**src/rtl/eth_pcs_rx_gearbox.sv**
```systemverilog
// RX gearbox: packs 32-bit PMA words into 66-bit blocks (2-bit sync header + 64-bit payload)
// and drops one received bit per slip request so the block boundary moves by one bit.
module eth_pcs_rx_gearbox #(
  parameter int unsigned W_IN   = 32,
  parameter int unsigned W_SYNC = 2,
  parameter int unsigned W_PAY  = 64,
  parameter int unsigned W_CNT  = 7
) (
  input  logic              i_clk,
  input  logic              i_reset_n,
  input  logic              i_valid,
  input  logic [W_IN-1:0]   i_data,
  input  logic              i_slip,
  output logic              o_valid,
  output logic [W_SYNC-1:0] o_sync_hdr,
  output logic [W_PAY-1:0]  o_data
);

  localparam int unsigned W_BLK = W_SYNC + W_PAY;
  localparam int unsigned W_BUF = W_BLK + W_IN;

  logic [W_BUF-1:0] bit_buf_q;
  logic [W_CNT-1:0] cnt_q;
  logic             slip_pend_q;

  logic [W_BUF-1:0] merged;
  logic [W_CNT-1:0] tot;
  logic             emit;

  // Append the new word above the held bits; a slip removes the oldest bit.
  always_comb begin
    merged = bit_buf_q | (W_BUF'(i_data) << cnt_q);
    tot    = cnt_q + W_CNT'(W_IN);
    if (i_slip || slip_pend_q) begin
      merged = merged >> 1;
      tot    = tot - W_CNT'(1);
    end
    emit = (tot >= W_CNT'(W_BLK));
  end

  always_ff @(posedge i_clk or negedge i_reset_n) begin
    if (!i_reset_n) begin
      bit_buf_q   <= '0;
      cnt_q       <= '0;
      slip_pend_q <= 1'b0;
      o_valid     <= 1'b0;
      o_sync_hdr  <= '0;
      o_data      <= '0;
    end else if (i_valid) begin
      slip_pend_q <= 1'b0;
      if (emit) begin
        o_valid    <= 1'b1;
        o_sync_hdr <= merged[W_SYNC-1:0];
        o_data     <= merged[W_BLK-1:W_SYNC];
        bit_buf_q  <= merged >> W_BLK;
        cnt_q      <= tot - W_CNT'(W_BLK);
      end else begin
        o_valid    <= 1'b0;
        bit_buf_q  <= merged;
        cnt_q      <= tot;
      end
    end else begin
      // Idle word: hold the buffer and remember a slip for the next valid word.
      o_valid <= 1'b0;
      if (i_slip) slip_pend_q <= 1'b1;
    end
  end

endmodule
```
**config.mk**
```make
export PLATFORM = sky130hd
export DESIGN_NAME = eth_pcs_rx_gearbox
export DESIGN_NICKNAME = d
export VERILOG_FILES = /design/src/rtl/eth_pcs_rx_gearbox.sv
export SDC_FILE = /design/constraint.sdc
export NUM_CORES = 1
export LEC_CHECK = 0
export ABC_AREA = 0
export CORE_AREA = 5 5 204 206
export CTS_BUF_LIST = sky130_fd_sc_hd__clkbuf_2 sky130_fd_sc_hd__clkbuf_4 sky130_fd_sc_hd__clkbuf_8
export CTS_CLUSTER_SIZE = 14
export DETAILED_ROUTE_END_ITERATION = 6
export DIE_AREA = 0 0 209 211
export GPL_TIMING_DRIVEN = 1
export PLACE_DENSITY = 0.58
export SLEW_MARGIN = 15
export SYNTH_ARGS = -nofsm -noshare
export SYNTH_HDL_FRONTEND = slang
export SYNTH_SLANG_ARGS = --single-unit
```
**constraint.sdc**
```tcl
create_clock -name i_clk -period 8.9 [get_ports i_clk]
set_input_delay 2.67 -clock i_clk [delete_from_list [all_inputs] [get_ports i_clk]]
set_output_delay 2.67 -clock i_clk [all_outputs]
set_load 0.01 [all_outputs]
```
==> flow_summary.toml, run 1 <==
[cells_and_area]
fill_cells = 4070
drive_gt1_share_pct = 11.3
antenna_cells = 0
fin_cells = 1829
postLayoutCoreUtil_pct = 34.2
mostFrequentLayoutCells = "nand2_1, dfrtp_1, o21ai_0, clkdlybuf4s50_1, a21oi_1"
area_growth_pct = 15.6
final_common_cell = "nand2_1"
nets = 1329

[hold_path]
hp-class = "register to register"
hold-path-cell-count = 2

[setup_path]
max_stage_delay_ns = 0.63
slowest_stage = "clkinv_1"
r2r_cells = 12
crit_arrival_ns = 6.81
setup.worst_path.class = "input port to register"
cp.required_ns = 9.25
end_kind = "register"
worst_setup_path_start_kind = "input port"
path_cells = "clkdlybuf4s50_1, or2_2, o21ai_0, ha_1, nand3_1, o31a_1, nand2_4, clkinv_1, a32oi_1, o21ai_0"
cp_max_fo = 68
crit_top_cell = "o21ai_0"

[sta]
relSlewSlack_pct = 11.9
setup-tns-final_ns = 0
skew_ns = 0.0246
layout_min_cycle_time_ns = 6.46
maxSlewViolCount = 0
rsz0062_at_grt = "no"
max_freq_ghz = 0.155
finalCritPeriodShare_pct = 72.5
setup_viol = 0
worst_pin_slew_ns = 1.31
finalHoldViolations = 0

[grt]
grtUsageTotal_pct = 20.2
grt-ovfl-total = 0
grt_pass1_vias = 10800
grt_pass1_wl_um = 69200
antenna_found_initial = 0
grt_max_degree = 108

[yosys]
avgSynthCellArea_um2 = 9.31
async_reset_ff_share_pct = 100
syn_nets = 1293
synth_ff_type = "dfrtp_1"
syn_area_mm2 = 0.0117
ys_seq_elements = 173
ys_seq_area_share_pct = 37.0
synthDistinctLibCells = 78
synthCells = 1255
yosysWarningCount = 0
synth_edf_count = 0

[pwr]
vdd_ir_drop_max_uv = 161
total_leakage_power_nw = 5.36
power_density_mw_per_mm2 = 442

[cts]
htreeDepth = 4
postCtsSetupBuffers = 0
clk_path_buf_depth = 2
cts-root-buf = "clkbuf_8"
ctsHoldBuffers = 0
cts_tree = "done"
cts_resized = 0
cts_buffers = 17
insertion_delay_ns = 0.50
cts.sinks = 173
clk_pin_slew_ns = 0.09

[floorplan]
chipWidth_um = 209
coreArea_mm2 = 0.0395
start_util_pct = 29.6
num_rows = 73
ios = 103
die-area_mm2 = 0.0441
die_h_um = 211

[drt]
wl_um = 45300
drtPass1Iterations = 5
drtIter0Drc = 1226
vias = 10900
wire_per_inst_um = 24.8
drc = 0
ant_nets = 0
viasPerCell = 5.96

[place]
dp_hpwl_um = 32800
dp_cells = 1796
globalplace.congestion = 0.975
port_buffers = 102

[job]
maxCapViolCount = 0

[status]
status = "completed"
-- cell usage after synthesis (all sizes together), types with 11 or more instances --
cell type / n / area (um^2)
nand2: 180 / 676
o31ai: 18 / 140
buf: 40 / 221
and2: 14 / 87.6
o211ai: 19 / 143
o22ai: 22 / 138
a21o: 11 / 82.6
mux2i: 58 / 581
a221oi: 13 / 114
o221ai: 30 / 263
clkbuf: 73 / 274
a211oi: 13 / 97.6
nor2: 62 / 233
dfrtp: 173 / 4330
a21oi: 64 / 324
nor3: 11 / 55.1
mux2: 25 / 282
o21ai: 120 / 601
nand3: 23 / 115
mux4: 47 / 1070
inv: 29 / 109
o2bb2ai: 58 / 508
-- state kept, by name, indices dropped and copies added, names as in the netlist --
| register | flops |
|---|---|
| bit_buf_q | 98 |
| cnt_q | 7 |
| o_data | 64 |
| o_sync_hdr | 2 |
| slip_pend_q | 1 |
| o_valid | 1 |
-- worst paths after layout --
path,startpoint,end,slack (ns)
min,o_data[58],o_data[58],0.48
max,i_slip,bit_buf_q[31],2.44
max in group asynchronous,i_reset_n,bit_buf_q[47],5.16
min reg2reg,o_data[58],o_data[58],0.48
min in group asynchronous,i_reset_n,bit_buf_q[13],2.07
max reg2reg,cnt_q[1],bit_buf_q[31],4.25
-- critical path, delay by kind of cell --
| kind | cells | cell delay, ns |
|---|---|---|
| compound gates | 4 | 1.41 |
| fa+ha+maj | 1 | 0.30 |
| buf+inv | 2 | 1.12 |
| simple gates | 3 | 1.29 |
-- final cells by class --
class	instances	area [um^2]	share of cell area (%)
clock buffers	20	269	1.99
clock inverters	12	113	0.834
inverters	31	116	0.861
multi-input cells	938	6770	50.1
flip-flops and latches	173	4330	32.1
well taps	525	657	4.86
repair buffers	130	1250	9.27
-- power breakdown --
part           switching, mW  total, mW  internal (mW)  leakage, nW
sequential             0.207       1.34           1.13         2.19
combinational           2.61       4.06           1.45         2.99
clock                  0.324      0.565          0.241        0.181
-- cell families after synthesis --
kind of cell | Yosys count | share of synthesized area [%]
fa+ha+maj | 2 | 0.214
flops | 173 | 37.0
compound gates | 456 | 27.4
simple gates | 340 | 12.8
xor+xnor | 10 | 0.750
buf+inv | 144 | 5.24
mux | 130 | 16.5
-- metrics by stage --
| step | cell area [um^2] | power, mW | setup slack [ns] | hold slack [ns] |
|---|---|---|---|---|
| floorplan | 11700 | 3.81 | 3.76 | 0.450 |
| global placement | 13100 | 5.30 | 2.04 | 0.463 |
| detailed placement | 13100 | 5.34 | 1.97 | 0.471 |
| CTS | 13500 | 5.91 | 2.51 | 0.494 |
| global route | 13500 | 6.33 | 2.18 | 0.503 |
| finish | 13500 | 5.97 | 2.44 | 0.483 |
-- per-layer routing --
| metal | GRT usage [%] | up-vias | wire length, um |
|---|---|---|---|
| met2 | 32.7 | 472 | 21300 |
| li1 | - | 4875 | - |
| met1 | 26.5 | 5451 | 18600 |
| met3 | 3.98 | 105 | 3300 |
| met5 | 0 | - | 0 |
| met4 | 8.96 | 0 | 2160 |
(Power assumes the default switching activity.)
==> run 2: changes to the inputs <==
--- a/config.mk
+++ b/config.mk
@@ -12,7 +12,7 @@
 export DETAILED_ROUTE_END_ITERATION = 6
 export DIE_AREA = 0 0 209 211
 export GPL_TIMING_DRIVEN = 1
-export PLACE_DENSITY = 0.58
+export PLACE_DENSITY = 0.59
 export SLEW_MARGIN = 15
 export SYNTH_ARGS = -nofsm -noshare
 export SYNTH_HDL_FRONTEND = slang
==> constraint.sdc (replaced) <==
create_clock -name i_clk -period 5.4 [get_ports i_clk]
set_input_delay 1.62 -clock i_clk [delete_from_list [all_inputs] [get_ports i_clk]]
set_output_delay 1.62 -clock i_clk [all_outputs]
set_load 0.01 [all_outputs]
==> run 2 against run 1 <==
First-iteration DRC count fell by 0.33%. Clock-buffer cell count fell by 2. Clock skew fell by 0.0034 ns. Hold slack hardly changed. Routed wire length down 0.19%. Clock power is 77% higher. Setup slack worse by 1.3 ns. Total power grew 68%. Flip-flop and latch count unchanged. Final area grew 1.2%. Highest routed layer is now met5.
==> flow_summary.toml, run 2 (synthesis gave the netlist of run 1 again) <==
[place]
globalplace.congestion = 0.972
dp_cells = 1813
dp_hpwl_um = 32800
dp_slack_ns = 0.569
port_buffers = 102
place_area_mm2 = 0.0133

[sta]
layout_min_cycle_time_ns = 4.30
maxSlewViolCount = 0
finalCritPeriodShare_pct = 79.6
hold_ws_ns = 0.483
skew_ns = 0.0212
setup-tns-final_ns = 0
setup_ws_ns = 1.10
max_freq_ghz = 0.233
relSlewSlack_pct = 28.7
rsz0062_at_grt = "no"
worst_pin_slew_ns = 1.07
setup_viol = 0
finalHoldViolations = 0

[cts]
cts_buffers = 17
cts.sinks = 173
clk_path_buf_depth = 2
cts_resized = 0
cts-root-buf = "clkbuf_8"
clk_pin_slew_ns = 0.11
postCtsSetupBuffers = 0
ctsHoldBuffers = 0
cts_tree = "done"
insertion_delay_ns = 0.50
htreeDepth = 4

[setup_path]
cp_max_fo = 6
rrSetupSlack_ns = 1.41
reg2reg_to = "o_data[16]"
crit_end = "bit_buf_q[14]"
r2r_cells = 11
rr_startpoint = "cnt_q[0]"
worst_setup_path_start_kind = "input port"
cp.required_ns = 5.80
crit_arrival_ns = 4.70
setup.worst_path.class = "input port to register"
startpoint = "i_data[8]"
end_kind = "register"

[floorplan]
ios = 103
coreArea_mm2 = 0.0395
chipWidth_um = 209
num_rows = 73
die_h_um = 211
start_util_pct = 29.6
die-area_mm2 = 0.0441

[cells_and_area]
mostFrequentLayoutCells = "nand2_1, dfrtp_1, o21ai_0, clkdlybuf4s50_1, a21oi_1"
area_growth_pct = 17.0
final_cell_area_mm2 = 0.0137
final_common_cell = "nand2_1"
fin_cells = 1845
reg.largest.list = "bit_buf_q x98, o_data x64, cnt_q x7"
nets = 1345
antenna_cells = 0
drive_gt1_share_pct = 12.4
largest_register_ffs = 98
largest-register = "bit_buf_q"
postLayoutCoreUtil_pct = 34.7

[pwr]
power_density_mw_per_mm2 = 731
power_mw = 10.0
p_sw_share_pct = 51.7
power.switching_mw = 5.16
vdd_ir_drop_max_uv = 269
p_clk_share_pct = 10.0
seqPwrFrac_pct = 23.1
total_leakage_power_nw = 5.48
power_frac_comb_pct = 66.9
internal_power_mw = 4.83

[grt]
grt_max_degree = 174
antenna_found_initial = 1
grt-ovfl-total = 0
grtUsageTotal_pct = 20.1
grt_pass1_vias = 10800
grt_pass1_wl_um = 68900

[drt]
drtPass1Iterations = 5
wl_um = 45200
ant_nets = 0
viasPerCell = 5.96
wire_per_inst_um = 24.5
drc = 0
vias = 11000
drtIter0Drc = 1222

[status]
status = "completed"

[job]
maxCapViolCount = 0

[hold_path]
hp-class = "register to register"
-- run 2: cell types whose count changed in the layout (fill, tap and decap cells not counted), sizes merged --
cell,previous run,this run
clkinv,6,7
clkbuf,20,18
buf,29,45
inv,31,33
clkinvlp,5,2
bufinv,1,3
-- run 2: critical path: stages --
cell             delay (ns)
clkdlybuf4s50_1        0.53
mux4_1                 0.65
mux4_2                 0.51
a21oi_2                0.39
nor2_1                 0.12
a2111oi_1              0.50
nor3b_1                0.16
o22a_1                 0.20
-- run 2: metal layers --
metal | vias to the layer above | GRT usage [%] | routed length, um
met3 | 112 | 3.82 | 3420
met1 | 5469 | 26.8 | 18700
met5 | - | 0 | 13
met4 | 2 | 7.85 | 1890
met2 | 501 | 32.5 | 21200
li1 | 4907 | - | -
-- run 2: power groups by stage --
| stage | combinational (mW) | clock [mW] | sequential (mW) |
|---|---|---|---|
| CTS | 6.60 | 1.02 | 2.32 |
| floorplan | 4.04 | 0 | 2.25 |
| finish | 6.68 | 0.999 | 2.31 |
| global placement | 6.55 | 0 | 2.33 |
| detailed placement | 6.58 | 0 | 2.34 |
| global route | 7.13 | 1.07 | 2.39 |
-- run 2: layout make-up --
cell class,instances,area (um^2)
clock buffer,18,241
clock inverter,14,168
fill,4046,25800
inverter,31,116
multi-input combinational,938,6770
sequential,173,4330
tap,525,657
timing repair buffer,146,1390
-- run 2: how the worst min path moves through the flow --
stage | startpoint | slack [ns] | depth (start not counted) | end
global placement | o_data[1] | 0.47 | 1 | o_data[1]
floorplan | bit_buf_q[83] | 0.45 | 1 | bit_buf_q[83]
finish | o_data[1] | 0.48 | 1 | o_data[1]
detailed placement | o_data[1] | 0.47 | 1 | o_data[1]
global route | o_data[25] | 0.51 | 2 | o_data[25]
CTS | o_data[1] | 0.49 | 1 | o_data[1]
==> run 3: changes to the inputs <==
--- a/config.mk
+++ b/config.mk
@@ -12,7 +12,7 @@
 export DETAILED_ROUTE_END_ITERATION = 6
 export DIE_AREA = 0 0 209 211
 export GPL_TIMING_DRIVEN = 1
-export PLACE_DENSITY = 0.59
+export PLACE_DENSITY = 0.58
 export SLEW_MARGIN = 15
 export SYNTH_ARGS = -nofsm -noshare
 export SYNTH_HDL_FRONTEND = slang
==> constraint.sdc (replaced) <==
create_clock -name i_clk -period 4.4 [get_ports i_clk]
set_input_delay 1.32 -clock i_clk [delete_from_list [all_inputs] [get_ports i_clk]]
set_output_delay 1.32 -clock i_clk [all_outputs]
set_load 0.01 [all_outputs]
==> run 3 against run 2 <==
Via count grew 1.2%. Flip-flop and latch count is the same. Sequential share of layout area shrank 0.62 points. Hold slack lost 0.00091 ns. Clock power grew 13%. Final area grew 2.0%. Total power grew 26%. Largest cell class unchanged.
==> flow_summary.toml, run 3 (synthesis gave the netlist of run 1 again) <==
[place]
port_buffers = 102
globalplace.congestion = 1.02
dp_hpwl_um = 34800
dp_cells = 1845

[grt]
grt_pass1_vias = 11000
grt_pass1_wl_um = 71500
grt-ovfl-total = 0
grtUsageTotal_pct = 20.9
grt_max_degree = 111
antenna_found_initial = 1

[sta]
finalHoldViolations = 0
hold_ws_ns = 0.483
worst_pin_slew_ns = 1.20
setup-tns-final_ns = 0
rsz0062_at_grt = "no"
layout_min_cycle_time_ns = 3.84
setup_viol = 0
relSlewSlack_pct = 19.7
skew_ns = 0.0138
maxSlewViolCount = 0
finalCritPeriodShare_pct = 87.3
max_freq_ghz = 0.260

[setup_path]
worst_setup_path_start_kind = "input port"
crit_arrival_ns = 4.21
end_kind = "register"
startpoint = "i_data[6]"
cp_max_fo = 7
r2r_cells = 8
rr_startpoint = "cnt_q[1]"
cp.required_ns = 4.77
setup.worst_path.class = "input port to register"
reg2reg_to = "o_data[50]"
rrSetupSlack_ns = 1.06

[drt]
wl_um = 47000
vias = 11100
ant_nets = 0
drc = 0
drtIter0Drc = 1296
wire_per_inst_um = 25.1
drtPass1Iterations = 6
viasPerCell = 5.92

[hold_path]
hp-class = "register to register"
timing.hold.worst.start = "o_data[12]"
hold-path-cell-count = 2
min_to = "o_data[12]"

[cts]
ctsHoldBuffers = 0
clk_path_buf_depth = 2
cts_tree = "done"
cts-root-buf = "clkbuf_8"
cts_buffers = 17
cts.sinks = 173
postCtsSetupBuffers = 0
clk_pin_slew_ns = 0.10
cts_resized = 0
htreeDepth = 4
insertion_delay_ns = 0.48

[cells_and_area]
nets = 1377
reg.largest.list = "bit_buf_q x98, o_data x64, cnt_q x7"
largest-register = "bit_buf_q"
final_common_cell = "nand2_1"
drive_gt1_share_pct = 14.5
area_growth_pct = 19.4
mostFrequentLayoutCells = "nand2_1, dfrtp_1, o21ai_0, clkdlybuf4s50_1, buf_4"
fin_cells = 1878
largest_register_ffs = 98

[floorplan]
chipWidth_um = 209
die-area_mm2 = 0.0441
num_rows = 73
start_util_pct = 29.6
coreArea_mm2 = 0.0395
die_h_um = 211
ios = 103

[pwr]
total_leakage_power_nw = 5.62
power_mw = 12.6
vdd_ir_drop_max_uv = 332
power_density_mw_per_mm2 = 904

[status]
status = "completed"

[job]
maxCapViolCount = 0
-- run 3: cell types whose count changed in the layout (fill, tap and decap cells not counted) --
cell / previous run / this run
diode_2: 0 / 1
buf_12: 3 / 8
clkinv_4: 0 / 2
inv_6: 3 / 4
clkinv_2: 5 / 1
clkinvlp_4: 2 / 5
bufinv_16: 3 / 1
buf_4: 41 / 68
-- run 3: power breakdown --
part           internal [mW]  switching [mW]  total, mW  leakage, nW
Clock                  0.464           0.663       1.13        0.178
Sequential              2.29           0.522       2.81         2.19
Combinational           3.33            5.34       8.67         3.25
Total                   6.09            6.53       12.6         5.62
-- run 3: stage by stage --
stage,instance area [um^2],util (%),worst slack (ns)
finish,13900,35.4,0.557
global route,13900,35.3,0.451
CTS,13900,35.3,0.579
detailed placement,13600,34.4,0.0525
global placement,13600,34.4,0.147
floorplan,11700,-,0.615
-- run 3: per-layer routing --
metal  vias up  share of wire (%)  GRT usage [%]
met5         -               0.10              0
met4         2                4.1           8.19
met3        95                7.1           3.80
met2       491                 47           33.6
met1      5575                 42           28.3
li1       4962                  -              -
-- run 3: worst max path at each step --
| stage | endpoint | cells after the start |
|---|---|---|
| 2_1_floorplan | bit_buf_q[23] | 12 |
| 3_3_place_gp | o_data[34] | 7 |
| 3_5_place_dp | o_data[34] | 7 |
| 4_1_cts | o_data[34] | 7 |
| 5_1_grt | bit_buf_q[31] | 11 |
| 6_report | o_data[50] | 8 |
-- run 3: cell type report --
type                            instances  area, um^2
Tap cell                              525         657
Fill cell                            4129       25500
Timing Repair Buffer                  178        1690
Antenna cell                            1        2.50
Clock buffer                           18         241
Clock inverter                         14         136
Inverter                               31         116
Multi-Input combinational cell        938        6770
Sequential cell                       173        4330
-- run 3: critical path, cell delays in order --
cell and delay [ns]:
clkdlybuf4s50_1 0.53, mux4_1 0.65, mux4_2 0.59, mux2_2 0.35, nand2_1 0.08, o211a_1 0.17
a21oi_1 0.18, mux2_2 0.34
